### config.mk
export PLATFORM = sky130hd
export DESIGN_NAME = pc_sequencer
export DESIGN_NICKNAME = d
export VERILOG_FILES = /design/src/rtl/pc_sequencer.sv
export SDC_FILE = /design/constraint.sdc
export NUM_CORES = 1
export LEC_CHECK = 0
export ABC_AREA = 1
export CAP_MARGIN = 5
export CORE_MARGIN = 5
export CORE_UTILIZATION = 45
export CTS_CLUSTER_SIZE = 25
export DETAILED_ROUTE_END_ITERATION = 8
export GPL_ROUTABILITY_DRIVEN = 0
export PLACE_DENSITY = 0.88
export SETUP_SLACK_MARGIN = 0.05
export SLEW_MARGIN = 20
export SYNTH_ARGS = -nofsm -noshare
export SYNTH_HDL_FRONTEND = slang
export SYNTH_SLANG_ARGS = --single-unit
### constraint.sdc
create_clock -name clk -period 4.5 [get_ports clk]
set_clock_uncertainty 0.2 [all_clocks]
set_input_delay 0.45 -clock clk [delete_from_list [all_inputs] [get_ports clk]]
set_output_delay 0.45 -clock clk [all_outputs]
set_load 0.02 [all_outputs]
### src/rtl/pc_sequencer.sv
// Next-PC sequencer for the fetch stage: flush, halt, redirect, stall, advance.
// Holds drain bubbles after a flush, a halted state and a redirect counter.
module pc_sequencer #(
   parameter int XLEN = 32,
   parameter logic [XLEN-1:0] RESET_PC = '0,
   parameter int FETCH_BYTES = 4,
   parameter int FLUSH_BUBBLE = 2,
   parameter int CNT_W = 16
) (
   input  logic             clk,
   input  logic             reset,
   input  logic [XLEN-1:0]  pc_current,
   input  logic             flush_valid,
   input  logic [XLEN-1:0]  flush_target,
   input  logic             redirect_valid,
   input  logic [XLEN-1:0]  redirect_target,
   input  logic             stall,
   input  logic             halt_req,
   output logic [XLEN-1:0]  pc_next,
   output logic             pc_write,
   output logic             fetch_valid,
   output logic             halted,
   output logic             misalign_err,
   output logic [CNT_W-1:0] redirect_count
);

   localparam logic [XLEN-1:0] OFF_MASK = XLEN'(FETCH_BYTES - 1);
   localparam logic [XLEN-1:0] STEP     = XLEN'(FETCH_BYTES);
   localparam logic [3:0]      BUBBLE   = 4'(FLUSH_BUBBLE);

   typedef enum logic [1:0] {
      RUN    = 2'd0,
      DRAIN  = 2'd1,
      HALTED = 2'd2
   } state_t;

   state_t           state;
   logic [3:0]       bubble_cnt;
   logic [XLEN-1:0]  flush_pc;
   logic [XLEN-1:0]  redir_pc;
   logic             flush_mis;
   logic             redir_mis;
   logic             redir_take;
   logic [CNT_W-1:0] count_inc;

   assign flush_pc   = flush_target & ~OFF_MASK;
   assign redir_pc   = redirect_target & ~OFF_MASK;
   assign flush_mis  = |(flush_target & OFF_MASK);
   assign redir_mis  = |(redirect_target & OFF_MASK);
   assign redir_take = (state == RUN) && !halt_req && redirect_valid;
   assign count_inc  = (&redirect_count) ? redirect_count
                                         : redirect_count + CNT_W'(1);

   // Next-PC select: reset forces, then flush, then RUN-state priorities.
   always_comb begin
      pc_next     = pc_current;
      pc_write    = 1'b0;
      fetch_valid = 1'b0;
      if (!reset) begin
         pc_next = RESET_PC;
      end else if (flush_valid) begin
         pc_next  = flush_pc;
         pc_write = 1'b1;
      end else if (state == RUN) begin
         priority case (1'b1)
            halt_req: begin
               pc_write = 1'b0;
            end
            redirect_valid: begin
               pc_next  = redir_pc;
               pc_write = 1'b1;
            end
            stall: begin
               pc_write = 1'b0;
            end
            default: begin
               pc_next     = pc_current + STEP;
               pc_write    = 1'b1;
               fetch_valid = 1'b1;
            end
         endcase
      end
   end

   // Sequencer state, bubble countdown, halted flag, error pulse and counter.
   always_ff @(posedge clk or negedge reset) begin
      if (!reset) begin
         state          <= RUN;
         bubble_cnt     <= 4'd0;
         halted         <= 1'b0;
         misalign_err   <= 1'b0;
         redirect_count <= '0;
      end else begin
         misalign_err <= 1'b0;
         if (flush_valid) begin
            misalign_err   <= flush_mis;
            redirect_count <= count_inc;
            halted         <= 1'b0;
            if (BUBBLE != 4'd0) begin
               state      <= DRAIN;
               bubble_cnt <= BUBBLE;
            end else begin
               state      <= RUN;
               bubble_cnt <= 4'd0;
            end
         end else begin
            case (state)
               RUN: begin
                  if (halt_req) begin
                     state  <= HALTED;
                     halted <= 1'b1;
                  end else if (redir_take) begin
                     misalign_err   <= redir_mis;
                     redirect_count <= count_inc;
                  end
               end
               DRAIN: begin
                  if (bubble_cnt <= 4'd1) begin
                     state      <= RUN;
                     bubble_cnt <= 4'd0;
                  end else begin
                     bubble_cnt <= bubble_cnt - 4'd1;
                  end
               end
               HALTED: begin
                  halted <= 1'b1;
               end
               default: begin
                  state <= RUN;
               end
            endcase
         end
      end
   end

endmodule

==> impl_metrics.yaml <==
timing:
  worst-slew-pin-transition_ns: 0.879
  maxSlewViolCount: 0
  max_clock_freq_mhz: 287
  report.final.hold_viol_count: 0
  timing.final.crit_period_ns: 3.49
  rsz_0062_raised_after_global_routing: "false"
  report.final.setup_viol: 0
  finalCritPeriodShare: 0.775
  timing.slew.headroom: 0.414
  setup_total_neg_slack_ns: 0
grt:
  first_global_vias: 4061
  groute.usage.overall: 0.259
  grt_start_max_net_pins: 56
  global_route.usage.met3: 0.0337
  globalRouteMet1Util: 0.322
  grt_busiest_layer: "met2"
  global_route_wire_length_before_repair_um: 18900
  grt_antenna_before_repair: 0
  globalRoute.totalOverflow: 0
  grt_util_met2: 0.469
yosys:
  synth_largest_type_area_fraction: 0.190
  yosys.cell_types.count: 38
  synth_edf_count: 0
  async_flop_share: 1.00
  synth-simple-area-share: 0.428
  mappedNetlistNets: 648
  compound_gate_fraction_of_synth_area: 0.226
  synthesis.instances: 542
  ys_seq_area_frac: 0.190
  synth_top_area_cell: "sky130_fd_sc_hd__dfrtp_1"
  post_synth_instance_area_um2: 3170
  synth_fa_ha_area_frac: 0.0158
  ys_seq_elements: 24
  synth.avg_cell_area_um2: 5.85
  netlist_top_cells_area: "sky130_fd_sc_hd__dfrtp_1, sky130_fd_sc_hd__nand2_1, sky130_fd_sc_hd__a21oi_1"
  post_synth_mux_area_share: 0
  most_used_dff_post_synth: "sky130_fd_sc_hd__dfrtp_1"
  synth-xor-area-share: 0.0438
  yosysWarnings: 0
  synth_top_family_by_area: "simple AND/OR/NAND/NOR gates"
clocking:
  tritoncts_clock_tree: "yes"
  postCtsSetupBuffers: 0
  clock_tree.htree_level_count: 1
  cts.sink_count: 24
  cts.root.buffer_cell: "sky130_fd_sc_hd__clkbuf_8"
  cts.path.max_buffers: 2
  cts-buffers-inserted: 3
  cts-resized-gates: 0
  worst_setup_hold_path_clk_slew_ns: 0.09
  clock_insertion_delay_worst_skew_ns: 0.27
  ctsHoldBuffers: 0
run:
  maxCapViolCount: 0
finish:
  fillers: 591
  final-seq-area_um2: 601
  finalNetCount: 787
  diodes: 0
  utilization_after_layout: 0.702
  drive_above_1_share: 0.0588
  flow.area_growth_from_synthesis_pct: 51.4
  multiInputGateArea_um2: 2260
critical_path:
  worstPathMaxFanout: 4
  worst-endpoint-arrival_ns: 2.84
  critPathCaptureType: "primary output"
  cp-start-kind: "input pin"
  worstSetupPathType: "in -> out"
  worst-endpoint-required_ns: 3.85
  setup.reg_to_reg.worst_slack_ns: 2.41
route:
  drt.antenna.violating_nets: 0
  via_count: 4212
  initialDrtViolationCount: 191
  viasPerCell: 5.43
  drt_drc_violations_left: 0
  routed_wl_um: 11600
  final_routed_wire_length_divided_by_cell_count_um: 14.9
  drtPass1Iterations: 7
status:
  run_status: "finished clean"
power:
  static-leakage-power_nw: 1.96
  power.density_cell_area_nw_per_um2: 282
  irDropWorstVdd_uv: 410
floorplan:
  die_w_um: 93.9
  die_height_um: 93.9
  initial_core_utilization: 0.464
  fp.dieArea_um2: 8820
  pin_count: 154
  placement_rows: 30
  coreArea_um2: 6830
placed_design:
  place.port_buffers: 153
  place_hpwl_um: 9130
worst_hold_path:
  hold_class: "in -> async"
[flip-flops by register name, indices dropped and copies added (netlist names)]
register        cells
bubble_cnt          4
halted              1
misalign_err        1
redirect_count     16
state               2
[where the power goes]
group	internal [W]	switching [W]
Clock	0.0000782	0.0000687
Sequential	0.000289	0.0000776
Combinational	0.000372	0.000466
[per-stage QoR]
| step | cells | total power (W) | setup WS [ns] | cell area, um2 | hold WS (ns) |
|---|---|---|---|---|---|
| after floorplan | 542 | 0.000840 | 2.22 | 3170 | -0.0456 |
| after global placement | 772 | 0.00117 | 1.11 | 4740 | 0.278 |
| after detailed placement | 772 | 0.00120 | 1.04 | 4740 | 0.287 |
| after CTS | 776 | 0.00135 | 1.02 | 4800 | 0.113 |
| after global routing | 776 | 0.00145 | 0.846 | 4800 | 0.154 |
| final | 776 | 0.00135 | 1.01 | 4800 | 0.0890 |
[cells in the mapped netlist (8+ instances only)]
cell                       count
sky130_fd_sc_hd__a21oi_1      60
sky130_fd_sc_hd__clkbuf_1     14
sky130_fd_sc_hd__dfrtp_1      24
sky130_fd_sc_hd__inv_1        49
sky130_fd_sc_hd__nand2_1     115
sky130_fd_sc_hd__nand2_2       8
sky130_fd_sc_hd__nand3_1      46
sky130_fd_sc_hd__nand4_1       9
sky130_fd_sc_hd__nor2_1       77
sky130_fd_sc_hd__nor3_1       10
sky130_fd_sc_hd__o211ai_1      8
sky130_fd_sc_hd__o21ai_0      47
sky130_fd_sc_hd__xor2_1        9
[routing by layer]
metal | up-vias | part of all wire
met4 | 0 | 0.018
li1 | 2077 | -
met3 | 19 | 0.095
met2 | 202 | 0.49
met5 | - | 0
met1 | 1914 | 0.40
[placed cells by master, fill, tap and decap left out, types with 5 or more instances in the layout]
cell,count
sky130_fd_sc_hd__xnor2_1,5
sky130_fd_sc_hd__clkdlybuf4s50_1,152
sky130_fd_sc_hd__nand2_2,8
sky130_fd_sc_hd__o21ai_0,47
sky130_fd_sc_hd__a21oi_1,60
sky130_fd_sc_hd__nor2_4,5
sky130_fd_sc_hd__xor2_1,9
sky130_fd_sc_hd__nand4_1,9
sky130_fd_sc_hd__dfrtp_1,24
sky130_fd_sc_hd__o211ai_1,8
sky130_fd_sc_hd__nand3b_1,5
sky130_fd_sc_hd__or2_0,5
sky130_fd_sc_hd__nor2_1,77
sky130_fd_sc_hd__nand3_1,46
sky130_fd_sc_hd__inv_2,5
sky130_fd_sc_hd__nand2_1,115
sky130_fd_sc_hd__nor3_1,10
sky130_fd_sc_hd__inv_1,49
[logic make-up after synthesis]
family	after synthesis
fa+ha+maj	4
flops	24
xor+xnor	15
simple gates	291
compound gates	131
buf+inv	77
[worst max-delay path: stages]
cell and delay (ns):
sky130_fd_sc_hd__clkdlybuf4s50_1 0.54, sky130_fd_sc_hd__ha_1 0.25, sky130_fd_sc_hd__nand3_2 0.14, sky130_fd_sc_hd__inv_1 0.15, sky130_fd_sc_hd__nand2_2 0.10, sky130_fd_sc_hd__nor2_4 0.13
sky130_fd_sc_hd__nand2_1 0.06, sky130_fd_sc_hd__nand3_1 0.10, sky130_fd_sc_hd__o211ai_1 0.11, sky130_fd_sc_hd__a21oi_1 0.17, sky130_fd_sc_hd__clkdlybuf4s50_1 0.62
[path summary, 6_finish.rpt]
kind,startpoint,depth (start not counted),to
max,pc_current[2],11,pc_next[16]
min,reset,1,redirect_count[9]
max reg2reg,state[0],10,redirect_count[15]
min reg2reg,state[0],1,state[1]
max in group asynchronous,reset,2,redirect_count[4]
min in group clk,state[0],1,state[1]
[final cells by class]
| cell class | count | share of cell area |
|---|---|---|
| Inverter | 54 | 0.0423 |
| Sequential cell | 24 | 0.125 |
| Tap cell | 96 | 0.0250 |
| Multi-Input combinational cell | 441 | 0.471 |
| Timing Repair Buffer | 157 | 0.325 |
| Clock buffer | 4 | 0.0115 |
No activity file was read; power rests on OpenSTA's default activity.
